$ cat src/rtl/calc_pkg.sv
// Shared calculator definitions used by the tone detector and the buzzer driver.
// Contents:
//   state_t       - tone detector FSM states (IDLE, ARM, LOCK)
//   NOTE_LA_HALF  - half-period of the "La" note in USER_CLK cycles; both ends use
//                   it so the driver and the detector agree on the note
//   TOL_DEFAULT   - default accepted half-period deviation in cycles
//   sat_inc8      - 8-bit increment that sticks at 255
package calc_pkg;

    typedef enum logic [1:0] {
        IDLE = 2'd0,
        ARM  = 2'd1,
        LOCK = 2'd2
    } state_t;

    localparam int NOTE_LA_HALF = 213637;
    localparam int TOL_DEFAULT  = 2048;

    function automatic logic [7:0] sat_inc8(input logic [7:0] value);
        if (value == 8'hFF) begin
            return 8'hFF;
        end else begin
            return value + 8'd1;
        end
    endfunction

endpackage

$ cat src/rtl/edge_sync.sv
// Two-flop synchroniser plus a history flop for an asynchronous input line.
// edge_det is high for one clock whenever the synchronised level changes
// (rising or falling), two cycles after the input transition is first sampled.
// Ports:
//   clk      - sampling clock
//   rst_n    - asynchronous active-low reset (all flops to 0)
//   din      - asynchronous input
//   edge_det - one-cycle pulse on either edge of the synchronised input
module edge_sync (
    input  logic clk,
    input  logic rst_n,
    input  logic din,
    output logic edge_det
);

    logic meta_r;
    logic sync_r;
    logic hist_r;

    // Synchroniser chain followed by the history flop used for edge detection
    always_ff @(posedge clk or negedge rst_n) begin
        if (!rst_n) begin
            meta_r <= 1'b0;
            sync_r <= 1'b0;
            hist_r <= 1'b0;
        end else begin
            meta_r <= din;
            sync_r <= meta_r;
            hist_r <= sync_r;
        end
    end

    // Both flops are clocked together, so the XOR is a clean one-cycle pulse
    assign edge_det = sync_r ^ hist_r;

endmodule

$ cat src/rtl/tone_detect.sv
// Tone burst detector: measures half-periods of a square-wave line, locks once
// MIN_TOGGLES consecutive half-periods fall inside NOTE_HALF +/- TOL, and reports
// the toggle count of each locked burst when the line goes quiet for TIMEOUT cycles.
// Ports:
//   USER_CLK      - system clock
//   RESET_N       - asynchronous active-low reset
//   TONE_IN       - asynchronous square-wave input
//   tone_present  - high while a valid burst is locked
//   burst_done    - one-cycle pulse when a locked burst ends
//   burst_toggles - toggle count of the last completed burst (saturates at 255)
//   last_period   - most recent measured half-period
//   bad_edge      - one-cycle pulse on an out-of-window edge while arming or locked
module tone_detect
    import calc_pkg::*;
#(
    parameter int NOTE_HALF   = NOTE_LA_HALF,
    parameter int TOL         = TOL_DEFAULT,
    parameter int MIN_TOGGLES = 8,
    parameter int TIMEOUT     = 427274,
    parameter int CW          = 19
) (
    input  logic          USER_CLK,
    input  logic          RESET_N,
    input  logic          TONE_IN,
    output logic          tone_present,
    output logic          burst_done,
    output logic [7:0]    burst_toggles,
    output logic [CW-1:0] last_period,
    output logic          bad_edge
);

    // Window limits carry one extra bit so NOTE_HALF+TOL never wraps
    localparam logic [CW:0]   WIN_LO   = (CW+1)'(NOTE_HALF - TOL);
    localparam logic [CW:0]   WIN_HI   = (CW+1)'(NOTE_HALF + TOL);
    localparam logic [CW-1:0] TMO      = CW'(TIMEOUT);
    localparam logic [7:0]    MIN_RUN  = 8'(MIN_TOGGLES);

    logic          edge_s;
    logic [CW-1:0] per_ctr_r;
    logic [CW:0]   period_s;
    logic          in_win_s;
    logic          timeout_s;
    logic [7:0]    run_inc_s;

    state_t        state_r,         state_nxt_s;
    logic [7:0]    run_cnt_r,       run_cnt_nxt_s;
    logic [7:0]    tog_cnt_r,       tog_cnt_nxt_s;
    logic          tone_present_r,  tone_present_nxt_s;
    logic          burst_done_r,    burst_done_nxt_s;
    logic [7:0]    burst_toggles_r, burst_toggles_nxt_s;
    logic [CW-1:0] last_period_r,   last_period_nxt_s;
    logic          bad_edge_r,      bad_edge_nxt_s;

    edge_sync u_edge_sync (
        .clk      (USER_CLK),
        .rst_n    (RESET_N),
        .din      (TONE_IN),
        .edge_det (edge_s)
    );

    // Measured half-period counts the edge cycle itself, hence the +1
    assign period_s  = {1'b0, per_ctr_r} + {{CW{1'b0}}, 1'b1};
    assign in_win_s  = (period_s >= WIN_LO) && (period_s <= WIN_HI);
    // An edge landing on the saturation cycle wins over the timeout
    assign timeout_s = (per_ctr_r == TMO) && !edge_s;
    assign run_inc_s = run_cnt_r + 8'd1;

    // Half-period counter: restarts on every edge, sticks at TIMEOUT
    always_ff @(posedge USER_CLK or negedge RESET_N) begin
        if (!RESET_N) begin
            per_ctr_r <= '0;
        end else if (edge_s) begin
            per_ctr_r <= '0;
        end else if (per_ctr_r != TMO) begin
            per_ctr_r <= per_ctr_r + {{(CW-1){1'b0}}, 1'b1};
        end else begin
            per_ctr_r <= per_ctr_r;
        end
    end

    // Next-state and next-output decisions for the arming/lock FSM
    always_comb begin
        state_nxt_s         = state_r;
        run_cnt_nxt_s       = run_cnt_r;
        tog_cnt_nxt_s       = tog_cnt_r;
        tone_present_nxt_s  = tone_present_r;
        burst_done_nxt_s    = 1'b0;
        burst_toggles_nxt_s = burst_toggles_r;
        last_period_nxt_s   = last_period_r;
        bad_edge_nxt_s      = 1'b0;

        case (state_r)
            IDLE: begin
                // The first edge has no meaningful preceding period
                if (edge_s) begin
                    state_nxt_s   = ARM;
                    tog_cnt_nxt_s = 8'd1;
                    run_cnt_nxt_s = 8'd0;
                end else begin
                    state_nxt_s   = IDLE;
                end
            end
            ARM: begin
                if (edge_s) begin
                    last_period_nxt_s = period_s[CW-1:0];
                    if (in_win_s) begin
                        run_cnt_nxt_s = run_inc_s;
                        tog_cnt_nxt_s = sat_inc8(tog_cnt_r);
                        if (run_inc_s == MIN_RUN) begin
                            state_nxt_s        = LOCK;
                            tone_present_nxt_s = 1'b1;
                        end else begin
                            state_nxt_s = ARM;
                        end
                    end else begin
                        // Restart arming, counting this edge as the first toggle
                        bad_edge_nxt_s = 1'b1;
                        run_cnt_nxt_s  = 8'd0;
                        tog_cnt_nxt_s  = 8'd1;
                    end
                end else if (timeout_s) begin
                    state_nxt_s = IDLE;
                end else begin
                    state_nxt_s = ARM;
                end
            end
            LOCK: begin
                if (edge_s) begin
                    last_period_nxt_s = period_s[CW-1:0];
                    tog_cnt_nxt_s     = sat_inc8(tog_cnt_r);
                    bad_edge_nxt_s    = !in_win_s;
                end else if (timeout_s) begin
                    burst_done_nxt_s    = 1'b1;
                    burst_toggles_nxt_s = tog_cnt_r;
                    tone_present_nxt_s  = 1'b0;
                    state_nxt_s         = IDLE;
                end else begin
                    state_nxt_s = LOCK;
                end
            end
            default: begin
                state_nxt_s        = IDLE;
                tone_present_nxt_s = 1'b0;
            end
        endcase
    end

    // FSM state, counters and registered outputs
    always_ff @(posedge USER_CLK or negedge RESET_N) begin
        if (!RESET_N) begin
            state_r         <= IDLE;
            run_cnt_r       <= 8'd0;
            tog_cnt_r       <= 8'd0;
            tone_present_r  <= 1'b0;
            burst_done_r    <= 1'b0;
            burst_toggles_r <= 8'd0;
            last_period_r   <= '0;
            bad_edge_r      <= 1'b0;
        end else begin
            state_r         <= state_nxt_s;
            run_cnt_r       <= run_cnt_nxt_s;
            tog_cnt_r       <= tog_cnt_nxt_s;
            tone_present_r  <= tone_present_nxt_s;
            burst_done_r    <= burst_done_nxt_s;
            burst_toggles_r <= burst_toggles_nxt_s;
            last_period_r   <= last_period_nxt_s;
            bad_edge_r      <= bad_edge_nxt_s;
        end
    end

    assign tone_present  = tone_present_r;
    assign burst_done    = burst_done_r;
    assign burst_toggles = burst_toggles_r;
    assign last_period   = last_period_r;
    assign bad_edge      = bad_edge_r;

endmodule

$ cat config.mk
export PLATFORM = sky130hd
export DESIGN_NAME = tone_detect
export DESIGN_NICKNAME = d
export VERILOG_FILES = /design/src/rtl/calc_pkg.sv /design/src/rtl/edge_sync.sv /design/src/rtl/tone_detect.sv
export SDC_FILE = /design/constraint.sdc
export NUM_CORES = 1
export LEC_CHECK = 0
export BUFFER_PORTS_ARGS = -buffer_cell sky130_fd_sc_hd__buf_2
export CAP_MARGIN = 40
export CORE_MARGIN = 1.5
export CORE_UTILIZATION = 59
export CTS_BUF_LIST = sky130_fd_sc_hd__clkbuf_2
export DETAILED_ROUTE_END_ITERATION = 8
export GPL_TIMING_DRIVEN = 0
export HOLD_SLACK_MARGIN = 0.15
export PLACE_DENSITY = 0.78
export RECOVER_POWER = 50
export SLEW_MARGIN = 20
export SYNTH_ARGS = -nofsm -noshare
export SYNTH_HDL_FRONTEND = slang
export SYNTH_SLANG_ARGS = --single-unit
$ cat constraint.sdc
create_clock -name USER_CLK -period 7.96 [get_ports USER_CLK]
set_input_delay 0.398 -clock USER_CLK [delete_from_list [all_inputs] [get_ports USER_CLK]]
set_output_delay 0.398 -clock USER_CLK [all_outputs]
set_load 0.05 [all_outputs]
## Word level (Yosys, flattened, before mapping)

Cells that the tools add are included.

| operators by class | value |
|---|---|
| $add $sub $neg | 4 |
| magnitude comparators | 2 |
| muxes and demuxes | 33 |
| bitwise gates (word level) | 3 |
| eq/ne operators | 14 |
| reductions and logical operators | 15 |

Operators by type and width:

| kind | number |
|---|---|
| 2-to-1 mux 8 bit | 8 |
| 2-to-1 mux 19 bit | 2 |
| case mux 8 bit (3 select lines) | 1 |
| adder 19 x 1 -> 20 bit, second input constant | 1 |
| >= comparator 20 x 18 -> 1 bit, second input constant | 1 |
| <= comparator 20 x 18 -> 1 bit, second input constant | 1 |
| adder 19 x 1 -> 19 bit, second input constant | 1 |
| equality test 19 bit, second input constant | 1 |
| != test 19 bit, second input constant | 1 |
| adder 8 x 1 -> 8 bit, second input constant | 2 |
| case mux 8 bit (2 select lines) | 1 |
| != test 2 bit, second input constant | 7 |
| 2-to-1 mux 1 bit | 13 |
| 2-to-1 mux 2 bit | 5 |
| equality test 8 x 4 -> 1 bit, second input constant | 1 |
| equality test 8 bit, second input constant | 1 |
| case mux 2 bit (3 select lines) | 1 |
| AND reduction 3 bit | 2 |
| AND reduction 6 bit | 1 |
| AND reduction 2 bit | 2 |
| AND reduction 4 bit | 1 |
| nonzero test 2 bit | 2 |
| != test 3 bit, second input constant | 1 |
| case mux 1 bit (3 select lines) | 1 |
| other kinds (10) | 13 |

| storage, ports and cells | value |
|---|---|
| word-level logic and storage cells | 83 |
| input bits | 3 |
| register bits after elaboration | 70 |

## Longest topological paths before layout

Gate-level depths: netlist (run 1).

| logic depth | value |
|---|---|
| depth in word-level cells | 6 |
| gate-level depth with buffers | 12 |
| gate-level depth less buffers | 10 |

## Cells and area by module

A second synthesis (run 1) with hierarchy kept.

| second synthesis, totals | value |
|---|---|
| cells, all modules | 398 |
| area total of the unflattened synthesis | 3833.7 um^2 |

Modules (own cells, without submodules):

| module | cells an instance | times used | area an instance (um^2) |
|---|---|---|---|
| tone_detect | 394 | 1 | 3749.8 |
| edge_sync | 4 | 1 | 83.8 |

## Least setup slack after synthesis (run 1)

No wires, ideal clock.

| timing | value |
|---|---|
| kind | register to register |
| start | register per_ctr_r[1] |
| end | register state_r[0] |
| data arrival time | 2.780 ns |
| required time | 7.832 ns |
| slack | 5.053 ns |
| cell stages (with the launch flop) | 11 |
| cell sequence | dfrtp_1 > ha_1 > clkbuf_2 > nand3_2 > or4_1 > o311ai_0 > nand4_1 > a2111oi_4 > o31ai_1 > a21oi_1 > mux2_1 |

| between the ends | value |
|---|---|
| longest elaborated chain between the ends | 5 |
| elaborated cells on any way between the ends | 11 |
| those cells by class | 1 x add/sub; 2 x order compare; 2 x eq/ne; 3 x mux; 3 x reduce/logical |

Ends and longest elaborated chain:

| element | line | text |
|---|---|---|
| from (decl) | tone_detect.sv:39 | `logic [CW-1:0] per_ctr_r;` |
| from (signal assigned) | tone_detect.sv:75 | `per_ctr_r <= per_ctr_r + {{(CW-1){1'b0}}, 1'b1};` |
| from (signal assigned) | tone_detect.sv:77 | `per_ctr_r <= per_ctr_r;` |
| adder 19 x 1 -> 20 bit or equality test 19 bit (tied branches) | tone_detect.sv:62, tone_detect.sv:65 |  |
| >= comparator 20 x 18 -> 1 bit, or another cell as far along | tone_detect.sv:63 | `assign in_win_s = (period_s >= WIN_LO) && (period_s <= WIN_HI);` |
| logical AND 1 bit or 2-to-1 mux 1 bit (tied branches) | tone_detect.sv:63, tone_detect.sv:121 |  |
| != test 3 bit (no line) or 2-to-1 mux 2 bit (tied branches) | -- |  |
| AND reduction 2 bit (no line) or case mux 2 bit (3 select lines) (tied branches) | -- |  |
| to (signal assigned) | tone_detect.sv:160 | `state_r <= state_nxt_s;` |
| to (decl) | tone_detect.sv:45 | `state_t state_r, state_nxt_s;` |

Parallel ways exist; a longest one is shown, timed or not.
A chain may end at the register's enable or synchronous reset.

==> metrics, run 1 <==
outcome finished with violations; violated checks max-capacitance violations, max-slew violations; GRT met1 Usage 0.360; CTS root buf clkbuf_2; Antenna Nets Post-Route 0; Async SR Flop Fraction 1.00; Tcrit/Tclk final 0.441; Post-Route WL 8180 µm; synthesized cell area 3760 µm²; crit path from RESET_N; max_cap viols 2; area delta synth->final 8.94%; Reg2Reg Capture Point tog_cnt_r[7]; vias per cell 5.91; Clock Skews around 0.021 ns; Lkg Pwr 0.00184 µW; total gr overflow 0; setup TNS 0 ns; Post-synth EDFFs 0; die footprint 6870 µm²; CTS Buf Count 9; hold crit path type reg -> reg; CTS tree yes; worst r2r src per_ctr_r[1]; Post-CTS Setup Bufs 0; sequential area share after synthesis 0.465; Synth area leaders dfrtp_1 (47%), o21ai_0 (4.9%), nand2_1 (4.2%); WHS Endpoint u_edge_sync.sync_r; First-pass DRT Iterations 5; peak supply drop 0.000129 V; Slew HR -0.367; post-synth cell types 58; slew at the pin closest to its max-slew limit 2.05 ns; top cell type by total area after synthesis dfrtp_1; proportion of layout cells with a drive suffix above 1 0.161; largest net degree at the start of global routing 38; via count 3056; total track usage 0.253; htree depth 3; RSZ-0062 raised after global routing false; I/O pin cnt 33; PD cells 176 nW/µm²; most used routing layer in global routing met2; top-area cell type share of the netlist area 0.465; post-detail-place hpwl slightly below 6000 µm; GP Congestion 0.842; FF/Latch Area about 1800 µm²; setup violators final 0; flops & latches, synth 70; Min Hold Slack 0.372 ns; Max FO, Critical Path 37; Mapped Cells 392; initial DRC count 314; Syn Area/Cell around 9.6 µm²; initial antenna violation count 0; worst reg-to-reg setup slack between 4 and 5 ns; vias in the first global route 2957; Req. time, crit path 8.19 ns; Initial Utilization 0.625; Primary FF master, synth dfrtp_1; clk buf depth 2; met3 Use GR 0.0427; # fillers ~510; port bufs 32; FF-to-FF path depth 11; clock sink count 70; die width 82.9 µm; crit path kind in -> async; startpoint types input pin; critical path arrival 3.74 ns; Setup crit end kind asynchronous set/reset pin; GRT met2 Usage 0.392; Worst Hold Depth 0; Final Max Tran Viols 73; n_diodes 0; Avg WL per Cell 15.8 µm; synth warn 0; Cell Rows 28; chip height 82.9 µm; DRC viols 0; min-delay src u_edge_sync.meta_r; clk_lat worst skew 0.50 ns; Final Hold Fails 0; core area 6030 µm²; Worst-path clk slew around 0.17 ns; Max Clk Rate 0.285 GHz; Syn Nets 405; nets@finish 452; Multi-input gate area 1850 µm²; first-pass GRT wire length roughly 14000 µm; min Tclk post-route 3.51 ns
power by group:
group	total (µW)	switching, µW	internal, µW
Sequential	386	14.2	372
Combinational	176	131	45.6
Clock	158	119	38.6
Total	720	265	456
routing by layer:
metal | vias up | wire [µm]
met4 | 0 | 84
met5 | - | 0
li1 | 1500 | -
met1 | 1465 | 3920
met2 | 81 | 3750
met3 | 10 | 428
synthesized netlist by cell type (8+ instances only):
master	number
xor2_1	8
inv_1	13
xnor2_1	12
nor2_1	35
nand3_1	16
o21ai_0	37
clkbuf_1	8
nand2_1	42
nor4_1	10
mux2_2	9
a21oi_1	16
dfrtp_1	70
nand4_1	8
and3_1	8
ha_1	10
critical path: stages:
cell and delay, ns:
dlygate4sd3_1 0.52, clkbuf_1 1.24, clkbuf_1 1.55
layout by cell type (no fill, tap or decap), types with 9 or more instances in the layout:
cell type   n
dfrtp_1    70
xnor2_1    12
clkbuf_2   13
nand3_1    16
buf_2      24
nand2_1    42
inv_1      13
nor2_1     35
o21ai_0    37
a21oi_1    16
clkbuf_1   21
nor4_1     10
mux2_2      9
ha_1       10
logic make-up after synthesis:
family          after synthesis  synth area share
mux                          11            0.0326
xor+xnor                     20            0.0465
flops                        70             0.465
fa+ha+maj                    10            0.0332
compound gates               87             0.154
buf+inv                      33            0.0445
simple gates                161             0.224
final cells by class:
| cell class | count | share of cell area |
|---|---|---|
| inverters | 13 | 0.0119 |
| well taps | 75 | 0.0229 |
| clock inverters | 3 | 0.00336 |
| clock buffers | 11 | 0.0134 |
| plain buffers | 20 | 0.0290 |
| repair buffers | 36 | 0.0424 |
| flip-flops and latches | 70 | 0.427 |
| multi-input cells | 289 | 0.450 |
flip-flops by register name, summed over array words and instances, names as in the netlist:
signal / flops
burst_done: 1
tone_present: 1
bad_edge: 1
per_ctr_r: 19
u_edge_sync.meta_r: 1
last_period: 19
u_edge_sync.sync_r: 1
state_r: 2
u_edge_sync.hist_r: 1
run_cnt_r: 8
tog_cnt_r: 8
burst_toggles: 8
worst max path at each step:
stage	to	slack [ns]	depth (start not counted)
detailed placement	state_r[0]	4.63	10
floorplan	state_r[0]	5.05	10
global placement	state_r[0]	4.73	10
global route	per_ctr_r[16]	3.70	3
CTS	state_r[0]	4.58	10
finish	last_period[15]	4.45	3
what timing repair did:
action | in CTS | in global routing
endpoints found under the hold margin | 34 | 0
gates resized for setup | 0 | 0
setup endpoints to repair | 0 | 0
hold buffers | 2 | 0
per-stage QoR:
stage	setup slack (ns)	util	cell area, µm²	power, µW	cells
floorplan	5.05	-	3760	514	392
global placement	4.73	0.667	4020	559	499
detailed placement	4.63	0.671	4040	568	500
CTS	4.58	0.685	4130	724	516
global route	3.70	0.681	4100	760	517
finish	4.45	0.681	4100	720	517
Power figures use the tool's default switching activity.
==> run 2, diff against run 1 <==
==> constraint.sdc (replaced) <==
create_clock -name USER_CLK -period 3.3 [get_ports USER_CLK]
set_input_delay 0.165 -clock USER_CLK [delete_from_list [all_inputs] [get_ports USER_CLK]]
set_output_delay 0.165 -clock USER_CLK [all_outputs]
set_load 0.05 [all_outputs]
==> metrics, run 2 (synthesis gave the netlist of run 1 again) <==
crit path cell chain ha_1 -> clkbuf_4 -> nand3_4 -> or4_1 -> o311ai_1 -> nand4_1 -> a2111oi_4 -> o31ai_1 -> a21oi_1 -> mux2_1; DRC viols 0; Worst path max stage delay between 0.5 and 0.6 ns; Util after Layout 0.695; Initial Utilization 0.625; CTS tree yes; htree depth 3; sw frac 0.367; area delta synth->final 11.3%; vias in the first global route 2980; slew at the pin closest to its max-slew limit about 2.0 ns; die footprint 6870 µm²; total net switching power between 600 and 700 µW; First-pass DRT Iterations 4; startpoint types flip-flop; min Tclk post-route 3.11 ns; Clock power frac 0.219; cell family with most CP delay compound AO/OA/AOI/OAI gates; chip height 82.9 µm; port bufs 32; CTS root buf clkbuf_2; Post-Route WL 8210 µm; largest net degree at the start of global routing 38; Tcrit/Tclk final 0.942; Sequential Power Share 0.534; initial DRC count 266; post-detail-place hpwl 5840 µm; total gr overflow 0; Min Hold Slack between 0.3 and 0.4 ns; GP Congestion 0.842; first-pass GRT wire length 14300 µm; Cell Rows 28; most common cell after layout, fill and taps aside dfrtp_1; hold crit path type in -> reg; Req. time, crit path approximately 3.7 ns; violated checks max-capacitance violations, max-slew violations; n_diodes 0; FF/Latch Area 1750 µm²; slowest CP cell or4_1; Final Hold Fails 0; critical path arrival 3.50 ns; proportion of layout cells with a drive suffix above 1 0.176; PD cells 416 nW/µm²; outcome finished with violations; CTS Buf Count 9; Gate power share 0.247; Setup crit end kind flip-flop; Worst-path clk slew about 0.16 ns; nets@finish 458; max_cap viols 2; internal cell power 1100 µW; via count 3066; # fillers 499; DP Area 4040 µm²; clk buf depth 2; Avg WL per Cell between 15 and 20 µm; placed insts 500; die width 82.9 µm; Non-Filler Instances 523; total track usage 0.254; Slew HR -0.338; Multi-input gate area roughly 1900 µm²; Final Max Tran Viols slightly above 70; Lkg Pwr 0.00187 µW; buffers and inverters on the worst path 1; Max Clk Rate roughly 0.32 GHz; clk_lat worst skew 0.50 ns; Max FO, Critical Path 9; Antenna Nets Post-Route 0; initial antenna violation count 0; core area 6030 µm²; design area 4190 µm²; peak supply drop a little over 0.0003 V; clock sink count 70; crit path kind reg -> reg; Clock Skews 0.0195 ns; setup violators final 0; vias per cell 5.86; most frequent cells in the layout dfrtp_1 (70), nand2_1 (42), o21ai_0 (36), nor2_1 (34), buf_2 (24); I/O pin cnt 33
## run 2: through the flow
step | TNS, ns | total power, µW | setup slack, ns
2_1_floorplan | 0 | 1240 | 0.393
3_3_place_gp | 0 | 1350 | 0.0726
3_5_place_dp | -0.0634 | 1370 | -0.0319
4_1_cts | 0 | 1750 | 0.00374
5_1_grt | -0.00476 | 1840 | -0.00476
6_report | 0 | 1740 | 0.190
## run 2: final cells by class
type	instances	share of cell area
plain buffers	20	0.0290
clock buffers	11	0.0131
clock inverters	3	0.00328
inverters	13	0.0116
multi-input cells	289	0.451
flip-flops and latches	70	0.418
well taps	75	0.0224
repair buffers	42	0.0520
## run 2: power by group through the flow
stage / Sequential (µW) / Clock [µW] / Combinational [µW]
floorplan: 1010 / 0 / 233
global placement: 942 / 0 / 408
detailed placement: 946 / 0 / 423
CTS: 931 / 391 / 431
global route: 937 / 424 / 481
finish: 931 / 382 / 431
## run 2: path summary, 6_finish.rpt
path	from	slack [ns]	cells past startpoint	end
hold reg to reg	u_edge_sync.meta_r	0.37	0	u_edge_sync.sync_r
setup reg to reg	per_ctr_r[0]	0.19	10	state_r[0]
min in group asynchronous	RESET_N	1.27	4	last_period[9]
max in group asynchronous	RESET_N	0.74	4	u_edge_sync.hist_r
setup / recovery	per_ctr_r[0]	0.19	10	state_r[0]
hold / removal	TONE_IN	0.31	2	u_edge_sync.meta_r
## run 2: what timing repair did
item / in CTS / in global routing
hold buffers: 4 / 0
endpoints found under the setup margin: 3 / 10
buffers inserted: 0 / 4
hold endpoints to repair: 71 / 0
pin swaps: 2 / 4
gates resized for setup: 1 / 10
## run 2: metal layers
metal  routed length [µm]  track usage  up-vias
li1                     -            -     1511
met1                 3910        0.359     1481
met2                 3830        0.396       65
met3                  390       0.0427        9
met4                   76       0.0939        0
met5                    0            0        -
==> run 3, diff against run 2 <==
--- a/config.mk
+++ b/config.mk
@@ -5,6 +5,7 @@
 export SDC_FILE = /design/constraint.sdc
 export NUM_CORES = 1
 export LEC_CHECK = 0
+export ABC_AREA = 1
 export BUFFER_PORTS_ARGS = -buffer_cell sky130_fd_sc_hd__buf_2
 export CAP_MARGIN = 40
 export CORE_MARGIN = 1.5
==> metrics, run 3 <==
outcome finished with violations; violated checks max-capacitance violations, max-slew violations; most frequent cells in the layout nand2_1 (133), inv_1 (72), dfrtp_1 (70), nor2_1 (59), o21ai_0 (37); initial antenna violation count 0; nets@finish roughly 560; Initial Utilization 0.606; Commonest cells post-synth nand2_1 (133), inv_1 (72), dfrtp_1 (70), nor2_1 (58), o21ai_0 (37); most frequent CP cell nand2_1; Lkg Pwr between 0.002 and 0.0025 µW; Req. time, crit path approximately 3.8 ns; Primary FF master, synth dfrtp_1; setup violators final 0; Tcrit/Tclk final 0.794; flops & latches, synth 70; initial DRC count 161; RSZ-0062 raised after global routing false; proportion of layout cells with a drive suffix above 1 0.126; DRC viols 0; placed insts 611; hold crit path type in -> reg; total track usage 0.253; Async SR Flop Fraction 1.00; Avg WL per Cell 12.9 µm; Slew HR -0.0373; Antenna Nets Post-Route 0; clk_lat worst skew 0.53 ns; First-pass DRT Iterations 4; Worst path max stage delay 0.45 ns; CTS tree yes; synthesized cell area 3830 µm²; min Tclk post-route 2.62 ns; CTS Buf Count 9; Max Clk Rate 0.382 GHz; Worst Hold Depth 2; I/O pin cnt 33; peak supply drop roughly 0.00041 V; chip height 83.6 µm; top cell type by total area after synthesis dfrtp_1; Mapped Cells roughly 500; Post-synth EDFFs 0; crit path kind reg -> reg; total gr overflow 0; slack of the critical path 0.681 ns; setup TNS 0 ns; PD cells 440 nW/µm²; Clock Skews 0.0198 ns; buffers and inverters on the worst path 1; first-pass GRT wire length 14200 µm; core area approximately 6300 µm²; Syn Nets 514; die width between 80 and 90 µm; slew at the pin closest to its max-slew limit 1.56 ns; FF-to-FF path depth 16; Cell Rows 29; Final Max Tran Viols 31; Post-CTS Setup Bufs 0; n_diodes 0; cell family with most CP delay simple AND/OR/NAND/NOR gates; Post-Route WL 8130 µm; largest net degree at the start of global routing 41; most common cell after layout, fill and taps aside nand2_1; Final Hold Fails 0; GP Congestion around 0.93; crit path cell chain inv_1 -> nor2_1 -> nand3_2 -> nand2_1 -> nand2_1 -> nor2_2 -> nand2_1 -> nor2_1 -> nor2_1 -> nand2_1 -> nand3_1 -> nand2_2 -> nand2_4 -> nor2_4 -> nand3_1 -> o21ai_0; clock sink count 70; WP depth 16; htree depth 3; worst slack, placed 0.827 ns; most common cell in the netlist nand2_1; startpoint types flip-flop; Synth area leaders dfrtp_1 (46%), nand2_1 (13%), inv_1 (7.1%); Setup crit end kind flip-flop; slowest CP cell nor2_1; critical path arrival 3.07 ns; post-detail-place hpwl 6070 µm; Syn Area/Cell around 7.6 µm²; Non-Filler Instances between 600 and 700; Max FO, Critical Path 7; Worst-path clk slew between 0.15 and 0.2 ns; area delta synth->final 11.0%; Min Hold Slack 0.268 ns; die footprint 6980 µm²; top-area cell type share of the netlist area 0.458; post-synth cell types 33; synth warn 0; max_cap viols 1; CTS root buf clkbuf_2; port bufs 32; clk buf depth 2; sequential area share after synthesis 0.458; vias per cell roughly 5.3; via count 3328; vias in the first global route 3285
==> run 3: logic make-up (layout without fill, tap and decap cells) <==
family | count (synthesis) | in the layout | share of synthesized area
compound gates | 57 | 57 | 0.0781
flops | 70 | 70 | 0.458
xor+xnor | 12 | 12 | 0.0275
simple gates | 266 | 266 | 0.318
fa+ha+maj | 10 | 10 | 0.0327
buf+inv | 86 | 139 | 0.0859
==> run 3: path summary, 6_finish.rpt <==
kind | from | to | slack (ns)
worst max register to register | per_ctr_r[0] | run_cnt_r[4] | 0.68
worst max-delay path | per_ctr_r[0] | run_cnt_r[4] | 0.68
worst min-delay path | TONE_IN | u_edge_sync.meta_r | 0.27
worst min register to register | u_edge_sync.meta_r | u_edge_sync.sync_r | 0.38
max in group asynchronous | RESET_N | last_period[18] | 1.08
min in group asynchronous | RESET_N | tog_cnt_r[3] | 0.79
==> run 3: worst register-to-register path, delay by kind of cell (launching register included) <==
family	cells	cell delay, ns
flops	1	0.44
simple gates	14	1.90
buf+inv	1	0.11
compound gates	1	0.10
==> run 3: report_power, final <==
group / total, µW / internal [µW] / switching (µW)
Combinational: 388 / 90.8 / 297
Sequential: 921 / 893 / 27.4
Clock: 563 / 245 / 318
Total: 1870 / 1230 / 642
==> run 3: layer usage <==
metal  vias to the layer above  share of wire  track usage
met1                      1547           0.43        0.312
met3                        35          0.039       0.0455
met4                         0          0.052        0.179
met5                         -              0            0
li1                       1668              -            -
met2                        78           0.48        0.402
==> run 3: layout make-up <==
type | instances | area, µm²
timing repair buffer | 37 | 199
multi-input combinational | 345 | 1740
clock buffer | 9 | 45.0
buffer | 9 | 37.5
sequential | 70 | 1750
tap | 77 | 96.3
clock inverter | 7 | 88.8
inverter | 77 | 292
fill | 572 | 2060
==> run 3: repair_timing <==
item | 4_1_cts | 5_1_grt
gates resized for setup | 0 | 0
hold endpoints to repair | 71 | 0
hold buffers | 4 | 0
==> run 3: metrics by stage <==
| stage | area, µm² | utilization | power (µW) |
|---|---|---|---|
| 6_report | 4250 | 0.673 | 1870 |
| 3_5_place_dp | 4110 | 0.651 | 1320 |
| 3_3_place_gp | 4090 | 0.647 | 1310 |
| 2_1_floorplan | 3830 | - | 1210 |
| 5_1_grt | 4250 | 0.673 | 1960 |
| 4_1_cts | 4290 | 0.680 | 1890 |
